<file path="src/rtl/pulpemu_rst_ctrl.sv">
`default_nettype none
// ============================================================================
// pulpemu_rst_ctrl : reset sequencer for the FPGA emulation top level
// Rev 1.0
// ============================================================================
module pulpemu_rst_ctrl #(
  parameter int DEBOUNCE_CYCLES    = 16,
  parameter int LOCK_STABLE_CYCLES = 32,
  parameter int SOC_HOLD_CYCLES    = 64,
  parameter int CL_DELAY_CYCLES    = 16,
  parameter int CNT_W              = 16
) (
  input  logic       clk_i,
  input  logic       rst_i,
  input  logic       pad_reset_i,
  input  logic       pad_trst_ni,
  input  logic       mmcm_locked_i,
  output logic       soc_rst_no,
  output logic       cl_rst_no,
  output logic [2:0] state_o,
  output logic [1:0] cause_o,
  output logic [7:0] lock_loss_cnt_o
);

  localparam logic [CNT_W-1:0] DB_LAST   = CNT_W'(DEBOUNCE_CYCLES - 1);
  localparam logic [CNT_W-1:0] LOCK_MAX  = CNT_W'(LOCK_STABLE_CYCLES);
  localparam logic [CNT_W-1:0] HOLD_LOAD = CNT_W'(SOC_HOLD_CYCLES - 1);
  localparam logic [CNT_W-1:0] CL_LOAD   = CNT_W'(CL_DELAY_CYCLES - 1);

  typedef enum logic [2:0] {
    ST_RESET = 3'd0,
    ST_WAIT  = 3'd1,
    ST_HOLD  = 3'd2,
    ST_SOC   = 3'd3,
    ST_RUN   = 3'd4
  } state_t;

  logic btn_meta, btn_sync, trst_meta, trst_sync, lock_meta, lock_sync;

  always_ff @(posedge clk_i or posedge rst_i) begin
    if (rst_i) begin
      btn_meta  <= 1'b1;
      btn_sync  <= 1'b1;
      trst_meta <= 1'b0;
      trst_sync <= 1'b0;
      lock_meta <= 1'b0;
      lock_sync <= 1'b0;
    end else begin
      btn_meta  <= pad_reset_i;
      btn_sync  <= btn_meta;
      trst_meta <= pad_trst_ni;
      trst_sync <= trst_meta;
      lock_meta <= mmcm_locked_i;
      lock_sync <= lock_meta;
    end
  end

  logic             btn_db;
  logic [CNT_W-1:0] db_cnt;

  always_ff @(posedge clk_i or posedge rst_i) begin
    if (rst_i) begin
      btn_db <= 1'b1;
      db_cnt <= '0;
    end else if (btn_sync == btn_db) begin
      db_cnt <= '0;
    end else if (db_cnt == DB_LAST) begin
      btn_db <= btn_sync;
      db_cnt <= '0;
    end else begin
      db_cnt <= db_cnt + 1'b1;
    end
  end

  // lock_ok drops combinationally with lock_sync so a simultaneous lock loss
  // is seen in the same cycle as any other reset source.
  logic [CNT_W-1:0] lock_cnt;
  logic             lock_ok, lock_ok_q;
  logic [7:0]       loss_cnt;

  assign lock_ok = lock_sync && (lock_cnt == LOCK_MAX);

  always_ff @(posedge clk_i or posedge rst_i) begin
    if (rst_i) begin
      lock_cnt  <= '0;
      lock_ok_q <= 1'b0;
      loss_cnt  <= '0;
    end else begin
      lock_ok_q <= lock_ok;
      if (!lock_sync)
        lock_cnt <= '0;
      else if (lock_cnt != LOCK_MAX)
        lock_cnt <= lock_cnt + 1'b1;
      if (lock_ok_q && !lock_ok && (loss_cnt != 8'hFF))
        loss_cnt <= loss_cnt + 1'b1;
    end
  end

  logic sys_req;
  assign sys_req = btn_db | ~trst_sync | ~lock_ok;

  state_t           state, state_n;
  logic [CNT_W-1:0] seq_cnt, seq_cnt_n;
  logic [1:0]       cause, cause_n;

  always_comb begin
    state_n   = state;
    seq_cnt_n = seq_cnt;
    cause_n   = cause;
    case (state)
      ST_RESET: state_n = ST_WAIT;
      ST_WAIT: begin
        if (!sys_req) begin
          state_n   = ST_HOLD;
          seq_cnt_n = HOLD_LOAD;
        end
      end
      ST_HOLD: begin
        if (seq_cnt == '0) begin
          state_n   = ST_SOC;
          seq_cnt_n = CL_LOAD;
        end else begin
          seq_cnt_n = seq_cnt - 1'b1;
        end
      end
      ST_SOC: begin
        if (seq_cnt == '0)
          state_n = ST_RUN;
        else
          seq_cnt_n = seq_cnt - 1'b1;
      end
      ST_RUN:  state_n = ST_RUN;
      default: state_n = ST_WAIT;
    endcase
    // A fault overrides any counter expiry in the same cycle.
    if (sys_req && ((state == ST_HOLD) || (state == ST_SOC) || (state == ST_RUN))) begin
      state_n = ST_WAIT;
      if (!lock_ok)
        cause_n = 2'd2;
      else if (!trst_sync)
        cause_n = 2'd3;
      else
        cause_n = 2'd1;
    end
  end

  always_ff @(posedge clk_i or posedge rst_i) begin
    if (rst_i) begin
      state      <= ST_RESET;
      seq_cnt    <= '0;
      cause      <= 2'd0;
      soc_rst_no <= 1'b0;
      cl_rst_no  <= 1'b0;
    end else begin
      state      <= state_n;
      seq_cnt    <= seq_cnt_n;
      cause      <= cause_n;
      soc_rst_no <= (state_n == ST_SOC) || (state_n == ST_RUN);
      cl_rst_no  <= (state_n == ST_RUN);
    end
  end

  assign state_o         = state;
  assign cause_o         = cause;
  assign lock_loss_cnt_o = loss_cnt;

endmodule
`default_nettype wire

</file>
<file path="config.mk">
export PLATFORM = sky130hd
export DESIGN_NAME = pulpemu_rst_ctrl
export DESIGN_NICKNAME = d
export VERILOG_FILES = /design/src/rtl/pulpemu_rst_ctrl.sv
export SDC_FILE = /design/constraint.sdc
export NUM_CORES = 1
export LEC_CHECK = 0
export CAP_MARGIN = 20
export CELL_PAD_IN_SITES_DETAIL_PLACEMENT = 0
export CELL_PAD_IN_SITES_GLOBAL_PLACEMENT = 2
export CORE_MARGIN = 8
export CORE_UTILIZATION = 38
export CTS_CLUSTER_DIAMETER = 60
export DETAILED_ROUTE_END_ITERATION = 16
export PLACE_DENSITY = 0.78
export SLEW_MARGIN = 10
export SYNTH_ARGS = -nofsm -noshare
export SYNTH_HDL_FRONTEND = slang
export SYNTH_SLANG_ARGS = --single-unit
</file>
<file path="constraint.sdc">
create_clock -name clk_i -period 3.3 [get_ports clk_i]
set_clock_uncertainty 0.05 [all_clocks]
set_input_delay 0.66 -clock clk_i [delete_from_list [all_inputs] [get_ports clk_i]]
set_output_delay 0.66 -clock clk_i [all_outputs]
set_load 0.05 [all_outputs]
</file>
==> impl_metrics.toml <==
[global_route]
track_usage_pct = 11.9
antenna_found_initial = 0
grt_overflow = 0
grt_pass1_vias = 2439
grt_pass1_wl_um = 12200
grt_max_degree = 50

[clocking]
ctsHoldBuffers = 0
cts_tree = "built"
cts_buffers = 9
ctsLongestPathBuffers = 2
clk_latency_ps = 350
cts_num_sinks = 71
cts_setup_buffers = 0
cts_resized = 0
path_clk_slew_ps = 70
cts_htree_levels = 3
cts-root-buf = "clkbuf_8"

[drt]
post_drt_via_cell_ratio = 5.21
dr_total_vias = 2497
top_layer = "met4"
drc = 0
antenna_left = 0
wl_met1_um = 3700
met2_wirelength_um = 3090
drtIter0Drc = 90
drt-total-wl_um = 7140
wl_met3_um = 240
dr.pass1.iters = 4
wire_per_inst_um = 14.9

[logic_synthesis]
syn_nets = 351
yosysWarnings = 0
ys_seq_area_share_pct = 52.2
syn_inst = 340
synth_edf_count = 0
synthArstFlopShare_pct = 100
synthFlopType = "dfrtp_1"
ys_ff_latch = 71
post_synth.cell_area_avg_sq_um = 10.0
yosysUniqueCellTypes = 45
synth_area_sq_mm = 0.00341

[setup_path]
crit_start = "state_o[0]$_DFF_PP0_"
cp_top_family = "buffers and inverters"
arrival_ps = 1800
rrSetupSlack_ps = 790
worstReg2RegStart = "lock_cnt[2]$_DFFE_PP0P_"
cp_data_required_time_ps = 2590
cp-end-kind = "primary output"
cp_max_fo = 10
crit_chain = "clkdlybuf4s50_1"
cpMaxStageDelayCell = "clkdlybuf4s50_1"
start_kind = "register"
max_stage_delay_ps = 880
path_buf_inv = 1
critical_path_class = "reg2out"

[pwr]
p_leak_uw = 0.00177
finalPower_uw = 1730
ir_drop_mv = 0.202
p_per_area_mw_per_mm2 = 436

[floorplan]
ios = 20
dieArea_sq_mm = 0.0123
die_width_um = 111
design.core.area_sq_mm = 0.00872
start_util_pct = 39.1
die_y_um = 111
rows = 34

[placed_design]
gp_congestion = 0.747
port-buffer-count = 19
dpl.hpwl_um = 4960

[cells_and_area]
diodes = 0
nets = 377
drive_gt1_share_pct = 7.55
final_cell_mix = "dfrtp_1 (68), nor2_1 (47), nand2_1 (24), xor2_1 (24), clkdlybuf4s50_1 (19)"
mostFrequentLayoutCell = "dfrtp_1"
syn_to_final_growth_pct = 16.0

[timing]
period_share_pct = 75.9
slew_violations = 0
hold_violations = 0
setup_viol = 0
min_period_ps = 2510
tightest_slew_ps = 761
rsz0062_at_grt = "false"
fmax_ghz = 0.399
maxSlewHeadroom_pct = 49.0
final.setup.tns_ps = 0

[min_path]
hp-start = "trst_meta$_DFF_PP0_"
hold_class = "reg2reg"

[outcome]
status = "finished clean"

[run]
maxCapViolCount = 0
-- final cells by class --
cell class	instances	area [sq um]
clock inverters	6	93.8
clock buffers	10	128
inverters	9	33.8
well taps	108	135
multi-input cells	253	1560
flip-flops and latches	71	1780
fillers	853	4760
repair buffers	22	225
-- cell usage after synthesis, drive strengths merged, types with 2 or more instances --
master | number | area share (%)
o31ai | 2 | 0.44
mux2 | 2 | 0.66
nand2 | 24 | 2.6
and3 | 13 | 2.4
dfrtp | 68 | 50
nand4 | 7 | 1.3
nor3 | 7 | 1.0
nand3 | 18 | 2.6
and2 | 4 | 0.73
clkbuf | 5 | 0.55
a31oi | 8 | 1.5
o21ai | 14 | 2.1
nor2 | 47 | 5.2
buf | 2 | 0.48
or3 | 3 | 0.55
ha | 6 | 2.2
a21oi | 14 | 2.1
o22a | 2 | 0.51
nor2b | 7 | 1.3
dfstp | 3 | 2.3
nor4 | 10 | 2.2
xnor2 | 15 | 3.9
o22ai | 2 | 0.37
or4 | 3 | 0.77
xor2 | 24 | 6.2
inv | 9 | 0.99
nand2b | 6 | 1.1
-- metal layers --
layer	vias up	track usage [%]
li1	1248	-
met1	1209	16.6
met2	31	17.0
met3	9	3.63
met4	0	4.05
met5	-	0
-- worst paths after layout --
kind,endpoint,depth (start not counted)
hold reg to reg,trst_sync$_DFF_PP0_,0
hold / removal,trst_sync$_DFF_PP0_,0
setup / recovery,state_o[0],1
min in group asynchronous,lock_loss_cnt_o[5]$_DFFE_PP0P_,2
setup reg to reg,seq_cnt[5]$_DFFE_PP0P_,6
max in group asynchronous,btn_db$_DFFE_PP1P_,3
-- flip-flops by register name (all words and copies together) (netlist names) --
name / count
lock_ok_q: 1
seq_cnt: 16
lock_loss_cnt_o: 8
lock_cnt: 16
trst_meta: 1
btn_db: 1
soc_rst_no: 1
btn_meta: 1
state_o: 3
trst_sync: 1
cl_rst_no: 1
btn_sync: 1
lock_sync: 1
cause_o: 2
lock_meta: 1
db_cnt: 16
-- metrics by stage --
step | cell area, sq um | cells | hold WS [ps] | util, % | setup slack, ps
2_1_floorplan | 3410 | 340 | 281 | - | 792
3_3_place_gp | 3740 | 463 | 286 | 42.8 | 823
3_5_place_dp | 3740 | 463 | 287 | 42.8 | 810
4_1_cts | 3960 | 479 | 305 | 45.4 | 784
5_1_grt | 3960 | 479 | 308 | 45.4 | 540
6_report | 3960 | 479 | 304 | 45.4 | 795
-- report_power, final --
group          internal, uW  switching, uW  total, uW
Sequential              880           8.74        889
Combinational          20.3           36.7       57.0
Clock                   433            349        781
Total                  1330            394       1730
-- cell families after synthesis --
group | synth area share (%)
flip-flops | 52.2
XOR/XNOR | 10.0
multiplexers | 0.954
AND/OR/NAND/NOR | 23.4
AO/OA/AOI/OAI | 9.17
buffers and inverters | 2.02
adder cells (fa/ha/maj) | 2.20
Note: power is estimated with default switching activity, not from simulation.
